<file path="src/rtl/timer_pkg.sv">
// Shared encodings and field widths for the timer bank: command opcodes,
// per-channel state, time-field widths and the preset range check.
package timer_pkg;

    typedef enum logic [1:0] {
        OP_LOAD_DOWN    = 2'b00,
        OP_START_UP     = 2'b01,
        OP_PAUSE_TOGGLE = 2'b10,
        OP_CLEAR        = 2'b11
    } cmd_op_e;

    typedef enum logic [1:0] {
        ST_IDLE   = 2'b00,
        ST_DOWN   = 2'b01,
        ST_UP     = 2'b10,
        ST_PAUSED = 2'b11
    } ch_state_e;

    localparam int HR_W  = 5;
    localparam int MIN_W = 6;
    localparam int SEC_W = 6;

    localparam logic [SEC_W-1:0] SEC_MAX = 6'd59;
    localparam logic [MIN_W-1:0] MIN_MAX = 6'd59;

    // A countdown preset is usable only if every field is a legal clock value.
    function automatic logic preset_ok(
        input logic [HR_W-1:0]  hr,
        input logic [MIN_W-1:0] mn,
        input logic [SEC_W-1:0] sc,
        input logic [HR_W-1:0]  max_hr
    );
        return (sc <= SEC_MAX) && (mn <= MIN_MAX) && (hr <= max_hr);
    endfunction

endpackage

</file>
<file path="src/rtl/timer_bank_if.sv">
// Command port and per-channel status of the timer bank; the master issues
// commands, the slave (the bank) reports counts and one-cycle event pulses.
interface timer_bank_if #(
    parameter int NCH = 2
);
    import timer_pkg::*;

    localparam int CH_W = (NCH > 1) ? $clog2(NCH) : 1;

    logic                 cmd_valid;
    logic [CH_W-1:0]      cmd_ch;
    logic [1:0]           cmd_op;
    logic [HR_W-1:0]      init_hr;
    logic [MIN_W-1:0]     init_min;
    logic [SEC_W-1:0]     init_sec;

    logic [NCH*HR_W-1:0]  hr_all;
    logic [NCH*MIN_W-1:0] min_all;
    logic [NCH*SEC_W-1:0] sec_all;
    logic [NCH-1:0]       busy;
    logic [NCH-1:0]       paused;
    logic [NCH-1:0]       timer_done;
    logic [NCH-1:0]       stop_watch_done;
    logic                 cmd_err;

    modport master (
        output cmd_valid, cmd_ch, cmd_op, init_hr, init_min, init_sec,
        input  hr_all, min_all, sec_all, busy, paused, timer_done,
               stop_watch_done, cmd_err
    );

    modport slave (
        input  cmd_valid, cmd_ch, cmd_op, init_hr, init_min, init_sec,
        output hr_all, min_all, sec_all, busy, paused, timer_done,
               stop_watch_done, cmd_err
    );

endinterface

</file>
<file path="src/rtl/timer_channel.sv">
// One timer channel: countdown from a preset or stopwatch up to MAX_HR:59:59,
// with pause/resume. Commands arrive pre-validated and override the count step.
module timer_channel
    import timer_pkg::*;
#(
    parameter int MAX_HR = 23
) (
    input  logic             clk_1hz,
    input  logic             rst,
    input  logic             i_cmd_valid,
    input  cmd_op_e          i_cmd_op,
    input  logic [HR_W-1:0]  i_init_hr,
    input  logic [MIN_W-1:0] i_init_min,
    input  logic [SEC_W-1:0] i_init_sec,
    output logic [HR_W-1:0]  o_hr,
    output logic [MIN_W-1:0] o_min,
    output logic [SEC_W-1:0] o_sec,
    output logic             o_busy,
    output logic             o_paused,
    output logic             o_timer_done,
    output logic             o_sw_done
);

    localparam logic [HR_W-1:0] MAX_HR_V = HR_W'(MAX_HR);

    ch_state_e        r_state, w_state_nx;
    logic             r_dir_up, w_dir_up_nx;
    logic [HR_W-1:0]  r_hr, w_hr_nx;
    logic [MIN_W-1:0] r_min, w_min_nx;
    logic [SEC_W-1:0] r_sec, w_sec_nx;
    logic             r_timer_done, w_timer_done_nx;
    logic             r_sw_done, w_sw_done_nx;
    // A zero preset finishes immediately; its done pulse is deferred one edge.
    logic             r_zero_pend, w_zero_pend_nx;

    always_ff @(posedge clk_1hz) begin
        if (rst) begin
            r_state      <= ST_IDLE;
            r_dir_up     <= 1'b0;
            r_hr         <= '0;
            r_min        <= '0;
            r_sec        <= '0;
            r_timer_done <= 1'b0;
            r_sw_done    <= 1'b0;
            r_zero_pend  <= 1'b0;
        end else begin
            // NOTE: non-blocking here so every register samples pre-edge values.
            r_state      <= w_state_nx;
            r_dir_up     <= w_dir_up_nx;
            r_hr         <= w_hr_nx;
            r_min        <= w_min_nx;
            r_sec        <= w_sec_nx;
            r_timer_done <= w_timer_done_nx;
            r_sw_done    <= w_sw_done_nx;
            r_zero_pend  <= w_zero_pend_nx;
        end
    end

    always_comb begin
        // NOTE: hold defaults first, so no branch below can leave a latch.
        w_state_nx      = r_state;
        w_dir_up_nx     = r_dir_up;
        w_hr_nx         = r_hr;
        w_min_nx        = r_min;
        w_sec_nx        = r_sec;
        w_timer_done_nx = r_zero_pend;
        w_sw_done_nx    = 1'b0;
        w_zero_pend_nx  = 1'b0;

        if (i_cmd_valid) begin
            case (i_cmd_op)
                OP_LOAD_DOWN: begin
                    w_hr_nx  = i_init_hr;
                    w_min_nx = i_init_min;
                    w_sec_nx = i_init_sec;
                    if ((i_init_hr == '0) && (i_init_min == '0) && (i_init_sec == '0)) begin
                        w_state_nx     = ST_IDLE;
                        w_zero_pend_nx = 1'b1;
                    end else begin
                        w_state_nx = ST_DOWN;
                    end
                end
                OP_START_UP: begin
                    w_hr_nx    = '0;
                    w_min_nx   = '0;
                    w_sec_nx   = '0;
                    w_state_nx = ST_UP;
                end
                OP_PAUSE_TOGGLE: begin
                    case (r_state)
                        ST_DOWN: begin
                            w_state_nx  = ST_PAUSED;
                            w_dir_up_nx = 1'b0;
                        end
                        ST_UP: begin
                            w_state_nx  = ST_PAUSED;
                            w_dir_up_nx = 1'b1;
                        end
                        ST_PAUSED: w_state_nx = r_dir_up ? ST_UP : ST_DOWN;
                        default: ;
                    endcase
                end
                default: begin
                    w_hr_nx    = '0;
                    w_min_nx   = '0;
                    w_sec_nx   = '0;
                    w_state_nx = ST_IDLE;
                end
            endcase
        end else begin
            case (r_state)
                ST_DOWN: begin
                    // DOWN never holds 00:00:00, so an hour borrow always has an hour to take.
                    if (r_sec != '0) begin
                        w_sec_nx = r_sec - 1'b1;
                    end else begin
                        w_sec_nx = SEC_MAX;
                        if (r_min != '0) begin
                            w_min_nx = r_min - 1'b1;
                        end else begin
                            w_min_nx = MIN_MAX;
                            w_hr_nx  = r_hr - 1'b1;
                        end
                    end
                    if ((w_hr_nx == '0) && (w_min_nx == '0) && (w_sec_nx == '0)) begin
                        w_state_nx      = ST_IDLE;
                        w_timer_done_nx = 1'b1;
                    end
                end
                ST_UP: begin
                    if (r_sec != SEC_MAX) begin
                        w_sec_nx = r_sec + 1'b1;
                    end else begin
                        w_sec_nx = '0;
                        if (r_min != MIN_MAX) begin
                            w_min_nx = r_min + 1'b1;
                        end else begin
                            w_min_nx = '0;
                            w_hr_nx  = r_hr + 1'b1;
                        end
                    end
                    if ((w_hr_nx == MAX_HR_V) && (w_min_nx == MIN_MAX) && (w_sec_nx == SEC_MAX)) begin
                        w_state_nx   = ST_IDLE;
                        w_sw_done_nx = 1'b1;
                    end
                end
                default: ;
            endcase
        end
    end

    assign o_hr         = r_hr;
    assign o_min        = r_min;
    assign o_sec        = r_sec;
    assign o_busy       = (r_state == ST_DOWN) || (r_state == ST_UP);
    assign o_paused     = (r_state == ST_PAUSED);
    assign o_timer_done = r_timer_done;
    assign o_sw_done    = r_sw_done;

endmodule

</file>
<file path="src/rtl/timer_bank.sv">
// Bank of NCH timer channels behind one command port. Validates each command,
// routes accepted ones to their channel and pulses cmd_err one edge after a rejection.
module timer_bank
    import timer_pkg::*;
#(
    parameter int NCH    = 2,
    parameter int MAX_HR = 23
) (
    input  logic        clk_1hz,
    input  logic        rst,
    timer_bank_if.slave bus
);

    localparam logic [HR_W-1:0] MAX_HR_V = HR_W'(MAX_HR);

    cmd_op_e              w_op;
    logic                 w_ch_in_range;
    logic                 w_tgt_active;
    logic                 w_reject;
    logic [NCH-1:0]       w_ch_cmd;
    logic [NCH-1:0]       w_busy;
    logic [NCH-1:0]       w_paused;
    logic [NCH-1:0]       w_done;
    logic [NCH-1:0]       w_sw_done;
    logic [NCH*HR_W-1:0]  w_hr;
    logic [NCH*MIN_W-1:0] w_min;
    logic [NCH*SEC_W-1:0] w_sec;
    logic                 r_err_pend;
    logic                 r_cmd_err;

    assign w_op          = cmd_op_e'(bus.cmd_op);
    assign w_ch_in_range = (int'(bus.cmd_ch) < NCH);

    // Whether the addressed channel is running or paused; PAUSE_TOGGLE needs one of those.
    always_comb begin
        w_tgt_active = 1'b0;
        for (int i = 0; i < NCH; i++) begin
            if (int'(bus.cmd_ch) == i) begin
                w_tgt_active = w_busy[i] | w_paused[i];
            end
        end
    end

    always_comb begin
        w_reject = 1'b0;
        if (bus.cmd_valid) begin
            if (!w_ch_in_range) begin
                w_reject = 1'b1;
            end else begin
                case (w_op)
                    OP_LOAD_DOWN:
                        w_reject = !preset_ok(bus.init_hr, bus.init_min, bus.init_sec, MAX_HR_V);
                    OP_PAUSE_TOGGLE:
                        w_reject = !w_tgt_active;
                    default: ;
                endcase
            end
        end
    end

    always_comb begin
        w_ch_cmd = '0;
        for (int i = 0; i < NCH; i++) begin
            w_ch_cmd[i] = bus.cmd_valid && !w_reject && (int'(bus.cmd_ch) == i);
        end
    end

    // The rejection is noted on the command edge and reported on the next one.
    always_ff @(posedge clk_1hz) begin
        if (rst) begin
            r_err_pend <= 1'b0;
            r_cmd_err  <= 1'b0;
        end else begin
            r_err_pend <= w_reject;
            r_cmd_err  <= r_err_pend;
        end
    end

    for (genvar g = 0; g < NCH; g++) begin : g_ch
        timer_channel #(
            .MAX_HR (MAX_HR)
        ) u_channel (
            .clk_1hz      (clk_1hz),
            .rst          (rst),
            .i_cmd_valid  (w_ch_cmd[g]),
            .i_cmd_op     (w_op),
            .i_init_hr    (bus.init_hr),
            .i_init_min   (bus.init_min),
            .i_init_sec   (bus.init_sec),
            .o_hr         (w_hr[g*HR_W +: HR_W]),
            .o_min        (w_min[g*MIN_W +: MIN_W]),
            .o_sec        (w_sec[g*SEC_W +: SEC_W]),
            .o_busy       (w_busy[g]),
            .o_paused     (w_paused[g]),
            .o_timer_done (w_done[g]),
            .o_sw_done    (w_sw_done[g])
        );
    end

    assign bus.hr_all          = w_hr;
    assign bus.min_all         = w_min;
    assign bus.sec_all         = w_sec;
    assign bus.busy            = w_busy;
    assign bus.paused          = w_paused;
    assign bus.timer_done      = w_done;
    assign bus.stop_watch_done = w_sw_done;
    assign bus.cmd_err         = r_cmd_err;

endmodule

</file>
<file path="src/flat_wrapper.sv">
// flat-port wrapper written by rule: the top's interface ports become plain ports
module timer_bank_flat import timer_pkg::*;
#(
    parameter int NCH    = 2,
    parameter int MAX_HR = 23
)
  (clk_1hz, rst, bus_cmd_valid, bus_cmd_ch, bus_cmd_op, bus_init_hr, bus_init_min, bus_init_sec, bus_hr_all, bus_min_all, bus_sec_all, bus_busy, bus_paused, bus_timer_done, bus_stop_watch_done, bus_cmd_err);
  timer_bank_if #(.NCH(NCH)) bus_i ();
  input  logic clk_1hz;
  input  logic rst;
  input wire logic [$bits(bus_i.cmd_valid)-1:0] bus_cmd_valid;
  input wire logic [$bits(bus_i.cmd_ch)-1:0] bus_cmd_ch;
  input wire logic [$bits(bus_i.cmd_op)-1:0] bus_cmd_op;
  input wire logic [$bits(bus_i.init_hr)-1:0] bus_init_hr;
  input wire logic [$bits(bus_i.init_min)-1:0] bus_init_min;
  input wire logic [$bits(bus_i.init_sec)-1:0] bus_init_sec;
  output wire logic [$bits(bus_i.hr_all)-1:0] bus_hr_all;
  output wire logic [$bits(bus_i.min_all)-1:0] bus_min_all;
  output wire logic [$bits(bus_i.sec_all)-1:0] bus_sec_all;
  output wire logic [$bits(bus_i.busy)-1:0] bus_busy;
  output wire logic [$bits(bus_i.paused)-1:0] bus_paused;
  output wire logic [$bits(bus_i.timer_done)-1:0] bus_timer_done;
  output wire logic [$bits(bus_i.stop_watch_done)-1:0] bus_stop_watch_done;
  output wire logic [$bits(bus_i.cmd_err)-1:0] bus_cmd_err;
  assign bus_i.cmd_valid = bus_cmd_valid;
  assign bus_i.cmd_ch = bus_cmd_ch;
  assign bus_i.cmd_op = bus_cmd_op;
  assign bus_i.init_hr = bus_init_hr;
  assign bus_i.init_min = bus_init_min;
  assign bus_i.init_sec = bus_init_sec;
  assign bus_hr_all = bus_i.hr_all;
  assign bus_min_all = bus_i.min_all;
  assign bus_sec_all = bus_i.sec_all;
  assign bus_busy = bus_i.busy;
  assign bus_paused = bus_i.paused;
  assign bus_timer_done = bus_i.timer_done;
  assign bus_stop_watch_done = bus_i.stop_watch_done;
  assign bus_cmd_err = bus_i.cmd_err;
  timer_bank #(.NCH(NCH), .MAX_HR(MAX_HR)) u_core (.clk_1hz(clk_1hz), .rst(rst), .bus(bus_i));
endmodule
</file>
<file path="config.mk">
export PLATFORM = sky130hd
export DESIGN_NAME = timer_bank_flat
export DESIGN_NICKNAME = d
export VERILOG_FILES = /design/src/rtl/timer_pkg.sv /design/src/rtl/timer_bank_if.sv /design/src/rtl/timer_channel.sv /design/src/rtl/timer_bank.sv /design/src/flat_wrapper.sv
export SDC_FILE = /design/constraint.sdc
export NUM_CORES = 1
export LEC_CHECK = 0
export ABC_AREA = 1
export BUFFER_PORTS_ARGS = -buffer_cell sky130_fd_sc_hd__buf_4
export CORE_MARGIN = 1.5
export CORE_UTILIZATION = 30
export DETAILED_ROUTE_END_ITERATION = 8
export PLACE_DENSITY_LB_ADDON = 0.25
export RECOVER_POWER = 50
export SLEW_MARGIN = 20
export SYNTH_ARGS = -nofsm -noshare
export SYNTH_HDL_FRONTEND = slang
export SYNTH_SLANG_ARGS = --single-unit
</file>
<file path="constraint.sdc">
create_clock -name clk_1hz -period 5.94 [get_ports clk_1hz]
set_clock_uncertainty 0.1 [all_clocks]
set_input_delay 0.891 -clock clk_1hz [delete_from_list [all_inputs] [get_ports clk_1hz]]
set_output_delay 0.891 -clock clk_1hz [all_outputs]
set_load 0.02 [all_outputs]
</file>
* Word level (Yosys, flattened, before mapping) *
Cells that the tools add are included.

cells by class
  muxes and demuxes = 89
  reduce and logical (&&, ||, !) cells = 50
  $lt $le $gt $ge = 3
  add/subtract/negate cells = 12
  equality and inequality tests = 26
  $mul = 0
  div/mod/pow operators = 0
  bitwise operators = 7
  shift-type cells = 0

operators with widths
  kind                                              number
  two-way mux 6 bit                                 32
  two-way mux 5 bit                                 18
  case mux 6 bit (2 select lines)                   6
  logical NOT 6 bit                                 6
  case mux 5 bit (2 select lines)                   3
  adder 6 x 1 -> 6 bit, second input constant       4
  equality test 6 bit, second input constant        4
  inequality test 6 bit, second input constant      4
  nonzero test 6 bit                                4
  subtractor 6 x 1 -> 6 bit, second input constant  4
  two-way mux 2 bit                                 8
  case mux 2 bit (2 select lines)                   4
  logical AND 1 bit                                 15
  logical NOT 5 bit                                 3
  two-way mux 1 bit                                 13
  <= comparator 6 bit, second input constant        2
  inequality test 3 bit, second input constant      4
  case mux 2 bit (3 select lines)                   2
  adder 5 x 1 -> 5 bit, second input constant       2
  equality test 2 bit, second input constant        5
  equality test 5 bit, second input constant        2
  subtractor 5 x 1 -> 5 bit, second input constant  2
  inequality test 4 bit, second input constant      2
  AND reduction 4 bit                               2
  15 further kinds                                  36

word-level totals
  memory bits (read-only) = 0
  memory bits (writable) = 0
  flip-flop bits (word level) = 48
  memories = 0
  bits in latches = 0
  output and inout bits = 43

* Depth between registers and ports, before layout *
Gate-level depths: netlist of the first run.

  depth after elaboration = 17
  depth in mapped cells = 16

* Modules after synthesis *
A second synthesis of the first run with hierarchy kept.

second synthesis, totals
  cell total of the unflattened synthesis = 841
  area total of the unflattened synthesis = 5156.2 µm²

modules (own cells, without submodules)
  module         instances  sequential area each (µm²)  area an instance (µm²)  cells each
  timer_channel  2          460.4                       2497.4                  406
  timer_bank     1          40.0                        161.4                   29

* Worst setup path after synthesis of the first run *
OpenSTA, ideal clock, no wires.

  path kind = input to register
  from = input port bus_cmd_op[1]
  to = register u_core.g_ch[0].u_channel.r_sec[1]
  setup slack = 3537 ps
  arrival = 2186 ps
  path buffers = 3
  cell stages on the path = 13
  cells stage by stage = nor2_1 > buf_2 > nand2_2 > nand4_2 > buf_6 > nand2_8 > nor2_8 > inv_6 > nand2_8 > inv_8 > buf_12 > o21ai_1 > nor2_1

between the ends
  cells in the longest elaborated chain, start to end = 8
  elaborated cells between the ends (all ways) = 12
  those cells by class = eq/ne: 2; mux: 4; reduce/logical: 6

ends and longest elaborated chain
  what                                                                          line                                   RTL
  from (decl)                                                                   flat_wrapper.sv:13                     input wire logic [$bits(bus_i.cmd_op)-1:0] bus_cmd_op;
  equality test 2 bit or logical NOT 2 bit (tied branches)                      timer_channel.sv:71, timer_bank.sv:50
  case mux 1 bit (2 select lines)                                               timer_bank.sv:50                       case (w_op)
  two-way mux 1 bit                                                             timer_bank.sv:46                       if (bus.cmd_valid) begin
  logical NOT 1 bit                                                             timer_bank.sv:64                       w_ch_cmd[i] = bus.cmd_valid && !w_reject && (int'(bus.cmd_ch) == i);
  logical AND 1 bit (2 in a row)                                                timer_bank.sv:64
  inequality test 2 bit (no source line) or nonzero test 3 bit (tied branches)  n/a
  AND reduction 2 bit (no source line)                                          n/a
  to (signal assigned)                                                          timer_channel.sv:52                    r_sec <= w_sec_nx;
  to (decl)                                                                     timer_channel.sv:30                    logic [SEC_W-1:0] r_sec, w_sec_nx;

Several ways; a longest one is shown, not always the timed one.
A chain may end at the register's enable or synchronous reset.

* Worst setup path after layout of the first run *
  from = input port bus_cmd_op[1]
  to = register u_core.g_ch[1].u_channel.r_sec[2]

between the ends
  cells in the longest elaborated chain, start to end = 8
  elaborated cells between the ends (all ways) = 12
  those cells by class = eq/ne: 2; mux: 4; reduce/logical: 6

ends and longest elaborated chain
  what                                                                          line
  equality test 2 bit or logical NOT 2 bit (tied branches)                      timer_channel.sv:71, timer_bank.sv:50
  case mux 1 bit (2 select lines)                                               timer_bank.sv:50
  two-way mux 1 bit                                                             timer_bank.sv:46
  logical NOT 1 bit                                                             timer_bank.sv:64
  logical AND 1 bit (2 in a row)                                                timer_bank.sv:64
  inequality test 2 bit (no source line) or nonzero test 3 bit (tied branches)  n/a
  AND reduction 2 bit (no source line)                                          n/a
  to (signal assigned)                                                          timer_channel.sv:52
  to (decl)                                                                     timer_channel.sv:30

Several ways; a longest one is shown, not always the timed one.

==> results of run 1 <==
-- per-stage QoR --
step	setup slack (ps)	power, mW	cell area, um^2	hold WS, ps	instances
3_3_place_gp	2710	2.492	5459	291.8	1058
5_1_grt	2551	3.032	5472	329.5	1066
2_1_floorplan	3537	2.016	4966	288.3	816
6_report	2861	2.762	5472	301.3	1066
4_1_cts	2896	2.831	5637	303.5	1066
3_5_place_dp	2608	2.473	5459	293.3	1058
-- power by group through the flow --
stage,combinational (mW),sequential (mW),clock (mW)
global placement,1.85,0.639,0
detailed placement,1.84,0.634,0
floorplan,1.39,0.624,0
CTS,1.85,0.627,0.355
global route,2.01,0.652,0.365
finish,1.79,0.626,0.347
-- registers in the layout, indices dropped and copies added (netlist names) --
register,count
u_core.g_ch.u_channel.o_sec,12
u_core.g_ch.u_channel.r_state,4
u_core.g_ch.u_channel.r_zero_pend,2
u_core.bus.cmd_err,1
u_core.g_ch.u_channel.o_timer_done,2
u_core.r_err_pend,1
u_core.g_ch.u_channel.o_min,12
u_core.g_ch.u_channel.r_dir_up,2
u_core.g_ch.u_channel.o_sw_done,2
u_core.g_ch.u_channel.o_hr,10
-- cell type report --
| cell class | instances | area, um^2 | area share |
|---|---|---|---|
| Multi-Input combinational cell | 642 | 3393 | 0.6202 |
| Sequential cell | 48 | 960.9 | 0.1756 |
| Timing Repair Buffer | 67 | 337.8 | 0.06174 |
| Inverter | 85 | 331.6 | 0.06060 |
| Tap cell | 216 | 270.3 | 0.04939 |
| Clock buffer | 6 | 138.9 | 0.02538 |
| Clock inverter | 2 | 38.79 | 0.007089 |
-- critical path, cell delays in order --
cell and delay [ps]:
buf_4 120, nor2_2 90, buf_4 290, nand2_1 150, nor2_1 210, a21oi_4 70
nand4_4 200, inv_2 190, nand2_1 140, nand2_2 190, inv_2 350, o21ai_0 120
a31oi_1 160
-- kinds of logic (layout without fill, tap and decap cells) --
| kind of cell | count (synthesis) | in the layout |
|---|---|---|
| AOI/OAI and AO/OA | 147 | 147 |
| xor gates and xnor gates | 13 | 13 |
| adders and majority gates | 24 | 24 |
| buffers and inverters | 126 | 160 |
| DFF | 48 | 48 |
| muxes | 1 | 1 |
| and+or+nand+nor | 457 | 457 |
-- placed cells by master (no fill, tap or decap), drive strengths merged, types with 4 or more instances in the layout --
cell type and count:
a211oi 9, a21oi 36, a31oi 5, buf 23, clkbuf 50, dfxtp 48, ha 24, inv 85
nand2 207, nand3 91, nand4 22, nor2 120, nor3 12, o211ai 6, o21ai 79, o22ai 4
xnor2 5, xor2 8
-- per-layer routing --
layer  part of all wire  vias to the layer above  track usage  wire (um)
met3              0.055                       20      0.02739        898
met1               0.52                     2513       0.2941       8538
met2               0.41                      179       0.2629       6759
met5                  0                        -            0          0
li1                   -                     2751            -          -
met4              0.016                        0      0.04568        262
-- worst max-delay path by stage --
| stage | from | end | slack (ps) | depth (start not counted) |
|---|---|---|---|---|
| 6_report | bus_cmd_op[1] | u_core.g_ch[1].u_channel.o_sec[2] | 2860 | 13 |
| 5_1_grt | bus_cmd_op[1] | u_core.g_ch[1].u_channel.o_sec[0] | 2550 | 13 |
| 4_1_cts | bus_cmd_op[1] | u_core.g_ch[1].u_channel.o_sec[2] | 2900 | 13 |
| 3_5_place_dp | bus_cmd_op[0] | u_core.g_ch[1].u_channel.o_sec[2] | 2610 | 13 |
| 3_3_place_gp | bus_cmd_op[1] | u_core.g_ch[1].u_channel.o_sec[2] | 2710 | 13 |
| 2_1_floorplan | bus_cmd_op[1] | u_core.g_ch[0].u_channel.o_sec[1] | 3540 | 13 |
==> results.json, run 1 <==
{
  "status": "finished clean",
  "period_needed_ps": 3079,
  "yosys-top-cells-count": "nand2_1, nor2_1, nand3_1, inv_1, o21ai_0",
  "timing.rr.end": "u_core.g_ch[0].u_channel.r_state[1]",
  "syn_nets": 863,
  "cap_violations": 0,
  "synthAdderAreaFrac": 0.06047,
  "drt_wl_total_mm": 16.46,
  "hold_end": "u_core.bus.cmd_err",
  "power_density_nw_per_um2": 504.9,
  "cp.arrival_ps": 3200,
  "rrSetupSlack_ps": 3060,
  "synthMuxAreaShare": 0.002016,
  "cts_root_buf": "clkbuf_16",
  "htreeDepth": 2,
  "cts_hold_buf": 0,
  "crit_type": "in2reg",
  "synth_cell_types": 46,
  "boundaryPins": 66,
  "setup_violations": 0,
  "die-width_um": 131.7,
  "yosys.area_share.simple": 0.4255,
  "first_global_vias": 4958,
  "yosys.area_share.xor_xnor": 0.02293,
  "pwr-share-clk": 0.126,
  "cts_tree": "done",
  "drc": 0,
  "yosysSeqAreaShare": 0.1935,
  "fin_nets": 896,
  "via_per_inst": 5.125,
  "cp_max_fo": 29,
  "synth_edf_count": 0,
  "syn_area_um2": 4966,
  "finalSetupTns_ps": 0,
  "gp_congestion": 0.9124,
  "max_freq_mhz": 324.7,
  "synth-compound-area-share": 0.1718,
  "worstMarginPinSlew_ps": 1095,
  "post-cts-setup-buffer-count": 0,
  "cts.path.max_buffers": 2,
  "power_leakage_nw": 2.335,
  "crit_path_start_kind": "input pin",
  "relSlewSlack": 0.2698,
  "final-max-slew-violation-count": 0,
  "ir_drop_v": 0.0001622,
  "grt_pass1_wl_mm": 26.48,
  "yosys.area.top_type_share": 0.1935,
  "ys.flop_type": "dfxtp_1",
  "numClockSinks": 48,
  "min_from": "u_core.r_err_pend",
  "reg2reg_depth": 14,
  "grt-ovfl-total": 0,
  "track_usage": 0.1878,
  "postSynth.asyncResetShare": 0,
  "fill_cells": 1899,
  "synth_top_family_by_area": "simple AND/OR/NAND/NOR gates",
  "rows": 46,
  "synth_top_area_cell": "dfxtp_1",
  "portBuffers": 65,
  "p_comb_frac": 0.648,
  "diodes": 0,
  "dr.pass1.iters": 5,
  "drt-wirelength-per-cell_um": 15.44,
  "clock_latency_ps": 300,
  "coreArea_um2": 16000,
  "postCtsResizedCells": 0,
  "seqPwrFrac": 0.227,
  "antenna_found_initial": 0,
  "syn_area_per_cell_um2": 6.086,
  "grt_max_degree": 30,
  "vias": 5463,
  "switching_share": 0.5607,
  "path_clk_slew_ps": 70,
  "die_h_um": 131.7,
  "numCtsBuffers": 5,
  "start_util": 0.3104,
  "synth_cells": 816,
  "finalCritPeriodShare": 0.5184,
  "holdPathStages": 2,
  "dp_hpwl_mm": 12.85,
  "p_sw_mw": 1.549,
  "synth-seq-cells": 48,
  "rsz0062_at_grt": "false",
  "worstPathRequired_ps": 6060,
  "synth.most_common_cell": "nand2_1",
  "endpoint_kind": "flop",
  "yosys-top-cells-area": "dfxtp_1, nand2_1, nand3_1",
  "dieArea_um2": 17330,
  "syn_to_final_growth_pct": 10.18,
  "hold_violations": 0,
  "intPower_mw": 1.213,
  "rr_startpoint": "u_core.g_ch[0].u_channel.o_sec[0]",
  "final_util": 0.3420,
  "min_path_type": "reg2reg",
  "postRouteAntennaNets": 0,
  "final_layout_size_suffix_gt1_frac": 0.1012,
  "ys_warn_count": 0,
  "drtIter0Drc": 483
}
Note: power is estimated with default switching activity, not from simulation.
==> run 2: changes to the inputs <==
==> constraint.sdc (replaced) <==
create_clock -name clk_1hz -period 2.6 [get_ports clk_1hz]
set_clock_uncertainty 0.1 [all_clocks]
set_input_delay 0.39 -clock clk_1hz [delete_from_list [all_inputs] [get_ports clk_1hz]]
set_output_delay 0.39 -clock clk_1hz [all_outputs]
set_load 0.02 [all_outputs]
==> run 2 against run 1 <==
Against the previous run:
- global-route usage up 0.40 points
- flip-flop and latch count unchanged
- sequential share of layout area down 0.74 points
- clock-buffer cell count unchanged
- die area unchanged
- clock power up 130%
- cell area up 4.7%
- register-to-register slack worse by 2800 ps
- critical path depth unchanged
- worst hold slack worse by 66 ps
- worst setup slack worse by 2600 ps
- sequential power up 120%
- critical path type is now reg2reg
- critical endpoint is now u_core.g_ch[1].u_channel.r_state[0]
==> results.json, run 2 (same netlist as run 1, synthesis figures left out) <==
{
  "diodes": 0,
  "p_total_mw": 6.570,
  "min_path_type": "in2reg",
  "cap_violations": 0,
  "vias": 5513,
  "final_common_cell": "nand2_1",
  "grt-ovfl-total": 0,
  "postRouteAntennaNets": 0,
  "place_area_um2": 5654,
  "min_from": "rst",
  "max_freq_mhz": 418.7,
  "met1Wirelength_mm": 8.740,
  "status": "finished clean",
  "cts_root_buf": "clkbuf_16",
  "switching_share": 0.5506,
  "rsz0062_at_grt": "false",
  "dieArea_um2": 17330,
  "relSlewSlack": 0.6530,
  "cp.arrival_ps": 2480,
  "period_needed_ps": 2389,
  "dp_hpwl_mm": 13.38,
  "fin_nets": 924,
  "drtIter0Drc": 482,
  "timing.rr.end": "u_core.g_ch[1].u_channel.r_state[0]",
  "htreeDepth": 2,
  "die_h_um": 131.7,
  "rows": 46,
  "drt-wirelength-per-cell_um": 15.47,
  "cts.path.max_buffers": 2,
  "first_global_vias": 5041,
  "wl_met2_mm": 7.242,
  "start_util": 0.3104,
  "endpoint_kind": "flop",
  "die-width_um": 131.7,
  "p_sw_mw": 3.617,
  "clock_latency_ps": 300,
  "reg2reg_depth": 13,
  "antenna_found_initial": 0,
  "gp_congestion": 0.8773,
  "pwr-share-clk": 0.121,
  "numCtsBuffers": 5,
  "rrSetupSlack_ps": 210,
  "intPower_mw": 2.953,
  "most-common-layout-cells": "nand2_1, nor2_1, nand3_1",
  "holdPathStages": 2,
  "cts_tree": "done",
  "dr.pass1.iters": 5,
  "hold_end": "u_core.g_ch[0].u_channel.o_min[0]",
  "worstMarginPinSlew_ps": 519.8,
  "fill_cells": 1841,
  "boundaryPins": 66,
  "rr_startpoint": "u_core.g_ch[1].u_channel.o_sec[0]",
  "p_comb_frac": 0.673,
  "drc": 0,
  "path_clk_slew_ps": 70,
  "power_density_nw_per_um2": 1147,
  "crit_type": "reg2reg",
  "coreArea_um2": 16000,
  "route.met3.wl_um": 816,
  "hold_violations": 0,
  "setup_violations": 0,
  "grt_pass1_wl_mm": 27.03,
  "track_usage": 0.1918,
  "fin_area_um2": 5727,
  "finalCritPeriodShare": 0.9187,
  "highest_layer": "met4",
  "numClockSinks": 48,
  "seqPwrFrac": 0.206,
  "ir_drop_v": 0.0003611,
  "cp_max_fo": 8,
  "syn_to_final_growth_pct": 15.32,
  "final_layout_size_suffix_gt1_frac": 0.1435,
  "cts_hold_buf": 0,
  "final-max-slew-violation-count": 0,
  "finalSetupTns_ps": 0,
  "holdWs_ps": 235.3,
  "crit_path_start_kind": "flop",
  "worstPathRequired_ps": 2690,
  "grt_max_degree": 41,
  "via_per_inst": 5.039,
  "portBuffers": 65,
  "drt_wl_total_mm": 16.92,
  "power_leakage_nw": 2.496
}
-- run 2: cell count changes in the layout (fill, tap and decap cells not counted), moves of 2 or more --
| cell | delta |
|---|---|
| ha_1 | -2 |
| dfxtp_1 | -2 |
| clkbuf_1 | -6 |
| dfxtp_2 | +2 |
| buf_4 | +34 |
| ha_2 | +2 |
-- run 2: critical path: stages, from the launching register on --
cell and delay [ps]:
dfxtp_2 420, ha_2 270, nand3_2 110, nor2_4 240, buf_4 190, nand2_1 50, nand2_1 50, nand3_1 100
nor2_1 120, nand4_1 200, a21oi_1 220, nand3_1 90, nand2_1 80, nor2_1 40
-- run 2: worst max-delay path by stage --
stage / from / endpoint / cells past startpoint
2_1_floorplan: u_core.g_ch[0].u_channel.o_sec[1] / u_core.g_ch[0].u_channel.r_state[0] / 13
3_3_place_gp: u_core.g_ch[1].u_channel.o_sec[0] / u_core.g_ch[1].u_channel.r_state[1] / 13
3_5_place_dp: u_core.g_ch[1].u_channel.o_sec[0] / u_core.g_ch[1].u_channel.r_state[0] / 13
4_1_cts: u_core.g_ch[1].u_channel.o_sec[0] / u_core.g_ch[1].u_channel.r_state[0] / 13
5_1_grt: u_core.g_ch[1].u_channel.o_sec[0] / u_core.g_ch[1].u_channel.r_state[0] / 15
6_report: u_core.g_ch[1].u_channel.o_sec[0] / u_core.g_ch[1].u_channel.r_state[0] / 13
-- run 2: cell type report --
class	instances	area (um^2)	area share
clock inverters	2	38.79	0.006773
repair buffers	95	570.5	0.09963
inverters	85	334.1	0.05834
clock buffers	6	138.9	0.02425
well taps	216	270.3	0.04719
flip-flops and latches	48	963.4	0.1682
multi-input cells	642	3411	0.5956
-- run 2: what timing repair did --
item | CTS | global route
endpoints found under the setup margin | 0 | 10
resized for setup | 0 | 9
endpoints found under the hold margin | 0 | 0
setup buffers | 0 | 2
-- run 2: power groups by stage --
stage	Sequential [mW]	Clock [mW]	Combinational, mW
after global placement	1.37	0	4.52
after detailed placement	1.37	0	4.49
after floorplan	1.43	0	3.18
after global routing	1.40	0.840	4.94
final	1.35	0.794	4.42
after CTS	1.35	0.812	4.52
-- run 2: through the flow --
stage	std cells	util	worst slack [ps]
5_1_grt	1094	0.3579	1.076
4_1_cts	1092	0.3645	33.89
3_5_place_dp	1084	0.3534	58.88
3_3_place_gp	1084	0.3534	54.31
2_1_floorplan	816	-	412.2
6_report	1094	0.3579	211.5
-- run 2: metal layers --
layer  vias to the layer above  global-route usage
li1                       2813                   -
met1                      2540              0.2903
met2                       151              0.2936
met3                         9             0.02122
met4                         0             0.03086
met5                         -                   0
==> run 3: changes to the inputs <==
--- a/config.mk
+++ b/config.mk
@@ -5,13 +5,12 @@
 export SDC_FILE = /design/constraint.sdc
 export NUM_CORES = 1
 export LEC_CHECK = 0
-export ABC_AREA = 1
 export BUFFER_PORTS_ARGS = -buffer_cell sky130_fd_sc_hd__buf_4
 export CORE_MARGIN = 1.5
 export CORE_UTILIZATION = 30
 export DETAILED_ROUTE_END_ITERATION = 8
+export MAX_ROUTING_LAYER = met4
 export PLACE_DENSITY_LB_ADDON = 0.25
-export RECOVER_POWER = 50
 export SLEW_MARGIN = 20
 export SYNTH_ARGS = -nofsm -noshare
 export SYNTH_HDL_FRONTEND = slang
==> run 3 against run 2 <==
Against the previous run:
- routed wire length up 13%
- critical path depth down 6
- register-to-register slack worse by 160 ps
- first-iteration DRC count down 2.1%
- worst hold slack better by 50 ps
==> results.json, run 3 <==
{
  "cts.path.max_buffers": 2,
  "final_common_cell": "buf_4",
  "boundaryPins": 66,
  "start_util": 0.3080,
  "postRouteAntennaNets": 0,
  "clock_latency_ps": 310,
  "ys.flop_type": "dfxtp_1",
  "dr.pass1.iters": 5,
  "finalCritPeriodShare": 0.9794,
  "diodes": 0,
  "relSlewSlack": 0.5932,
  "setup_violations": 0,
  "endpoint_kind": "flop",
  "fin_nets": 810,
  "period_needed_ps": 2547,
  "final_cells": 980,
  "rsz0062_at_grt": "true",
  "track_usage": 0.2300,
  "synth.most_common_cell": "nand2_1",
  "status": "finished clean",
  "dp_cells": 970,
  "drt-wirelength-per-cell_um": 19.55,
  "hold_violations": 0,
  "synth-seq-cells": 48,
  "power_leakage_nw": 2.361,
  "dieArea_um2": 17150,
  "regArea_um2": 962.2,
  "grt_max_degree": 52,
  "drt_wl_total_mm": 19.16,
  "via_per_inst": 5.922,
  "multi_input_area_um2": 3590,
  "fin_area_um2": 6180,
  "grt_pass1_wl_mm": 29.46,
  "max_freq_mhz": 392.7,
  "finalSetupTns_ps": 0,
  "die_h_um": 130.9,
  "synth_cell_types": 77,
  "vias": 5804,
  "gp_congestion": 0.9196,
  "synth_top_area_cell": "dfxtp_1",
  "place_area_um2": 5974,
  "syn_nets": 730,
  "min_path_type": "in2reg",
  "dp_hpwl_mm": 14.40,
  "power_density_nw_per_um2": 530.1,
  "die-width_um": 130.9,
  "portBuffers": 65,
  "cts_hold_buf": 0,
  "first_global_vias": 5399,
  "fill_cells": 1702,
  "worstPathRequired_ps": 2660,
  "drtIter0Drc": 472,
  "htreeDepth": 2,
  "numClockSinks": 48,
  "crit_type": "reg2reg",
  "syn_to_final_growth_pct": 25.83,
  "syn_area_per_cell_um2": 7.190,
  "numCtsBuffers": 5,
  "holdWs_ps": 284.9,
  "worstMarginPinSlew_ps": 610.2,
  "crit_path_start_kind": "flop",
  "antenna_found_initial": 0,
  "p_total_mw": 3.276,
  "cts_root_buf": "clkbuf_16",
  "most-common-layout-cells": "buf_4, nand2_1, dfxtp_1",
  "yosysSeqAreaShare": 0.1957,
  "ir_drop_v": 0.0002437,
  "drc": 0,
  "syn_area_um2": 4911,
  "path_clk_slew_ps": 70,
  "grt-ovfl-total": 0,
  "coreArea_um2": 15940,
  "ys_warn_count": 0,
  "cp_max_fo": 7,
  "postSynth.asyncResetShare": 0,
  "synth_edf_count": 0,
  "yosys-top-cells-area": "dfxtp_1, ha_1, nand2_1",
  "final_layout_size_suffix_gt1_frac": 0.2343,
  "cp.arrival_ps": 2610,
  "synth_cells": 683,
  "rows": 46,
  "cts_tree": "done",
  "final-max-slew-violation-count": 0,
  "cap_violations": 0,
  "yosys-top-cells-count": "nand2_1, clkbuf_1, dfxtp_1, a21oi_1, nor2_1",
  "yosys.area.top_type_share": 0.1957
}
==> run 3: repair_timing <==
action	in CTS	in global routing
resized for setup	0	10
setup endpoints to repair	0	8
setup buffers	0	2
==> run 3: path summary, 6_finish.rpt <==
path | startpoint | cells after the start | slack [ps] | to
hold / removal | bus_cmd_valid | 2 | 280 | u_core.r_err_pend
setup / recovery | u_core.g_ch[0].u_channel.o_sec[1] | 7 | 50 | u_core.g_ch[0].u_channel.r_state[0]
hold reg to reg | u_core.g_ch[1].u_channel.r_zero_pend | 1 | 370 | u_core.g_ch[1].u_channel.o_timer_done
setup reg to reg | u_core.g_ch[0].u_channel.o_sec[1] | 7 | 50 | u_core.g_ch[0].u_channel.r_state[0]
==> run 3: final cells by class <==
cell class	instances	share of cell area
tap	216	0.04373
multi-input combinational	537	0.5809
sequential	48	0.1557
clock buffer	6	0.02247
clock inverter	2	0.001620
timing repair buffer	141	0.1774
inverter	30	0.01822
==> run 3: where the power goes <==
group,internal (mW),switching [mW]
combinational,0.736,0.971
sequential,0.792,0.0711
clock,0.381,0.325
total,1.91,1.37
==> run 3: logic make-up (layout without fill, tap and decap cells) <==
logic type	Yosys count	in the layout	synth area share
fa+ha+maj	24	24	0.06115
mux	11	11	0.02318
flops	48	48	0.1957
xor+xnor	14	14	0.02497
buf+inv	98	179	0.08510
compound gates	209	209	0.3006
simple gates	279	279	0.3093
==> run 3: metal layers <==
layer / global-route usage / vias up / share of wire
met5: - / - / 0
met4: 0.07240 / 0 / 0.023
met3: 0.03420 / 30 / 0.068
met2: 0.3517 / 230 / 0.44
met1: 0.3116 / 2802 / 0.47
li1: - / 2742 / -
==> run 3: per-stage QoR <==
stage	utilization	setup WS [ps]
3_5_place_dp	0.3747	52.36
3_3_place_gp	0.3747	80.50
5_1_grt	0.3876	-45.26
2_1_floorplan	-	11.21
4_1_cts	0.3841	37.85
6_report	0.3876	53.47
==> run 3: worst max-delay path, cell delays in order (launching register included) <==
cell and delay [ps]:
dfxtp_1 420, ha_2 300, inv_1 130, or4_1 520, and3_1 210, nor3_1 340, a221o_1 270, a311oi_1 110
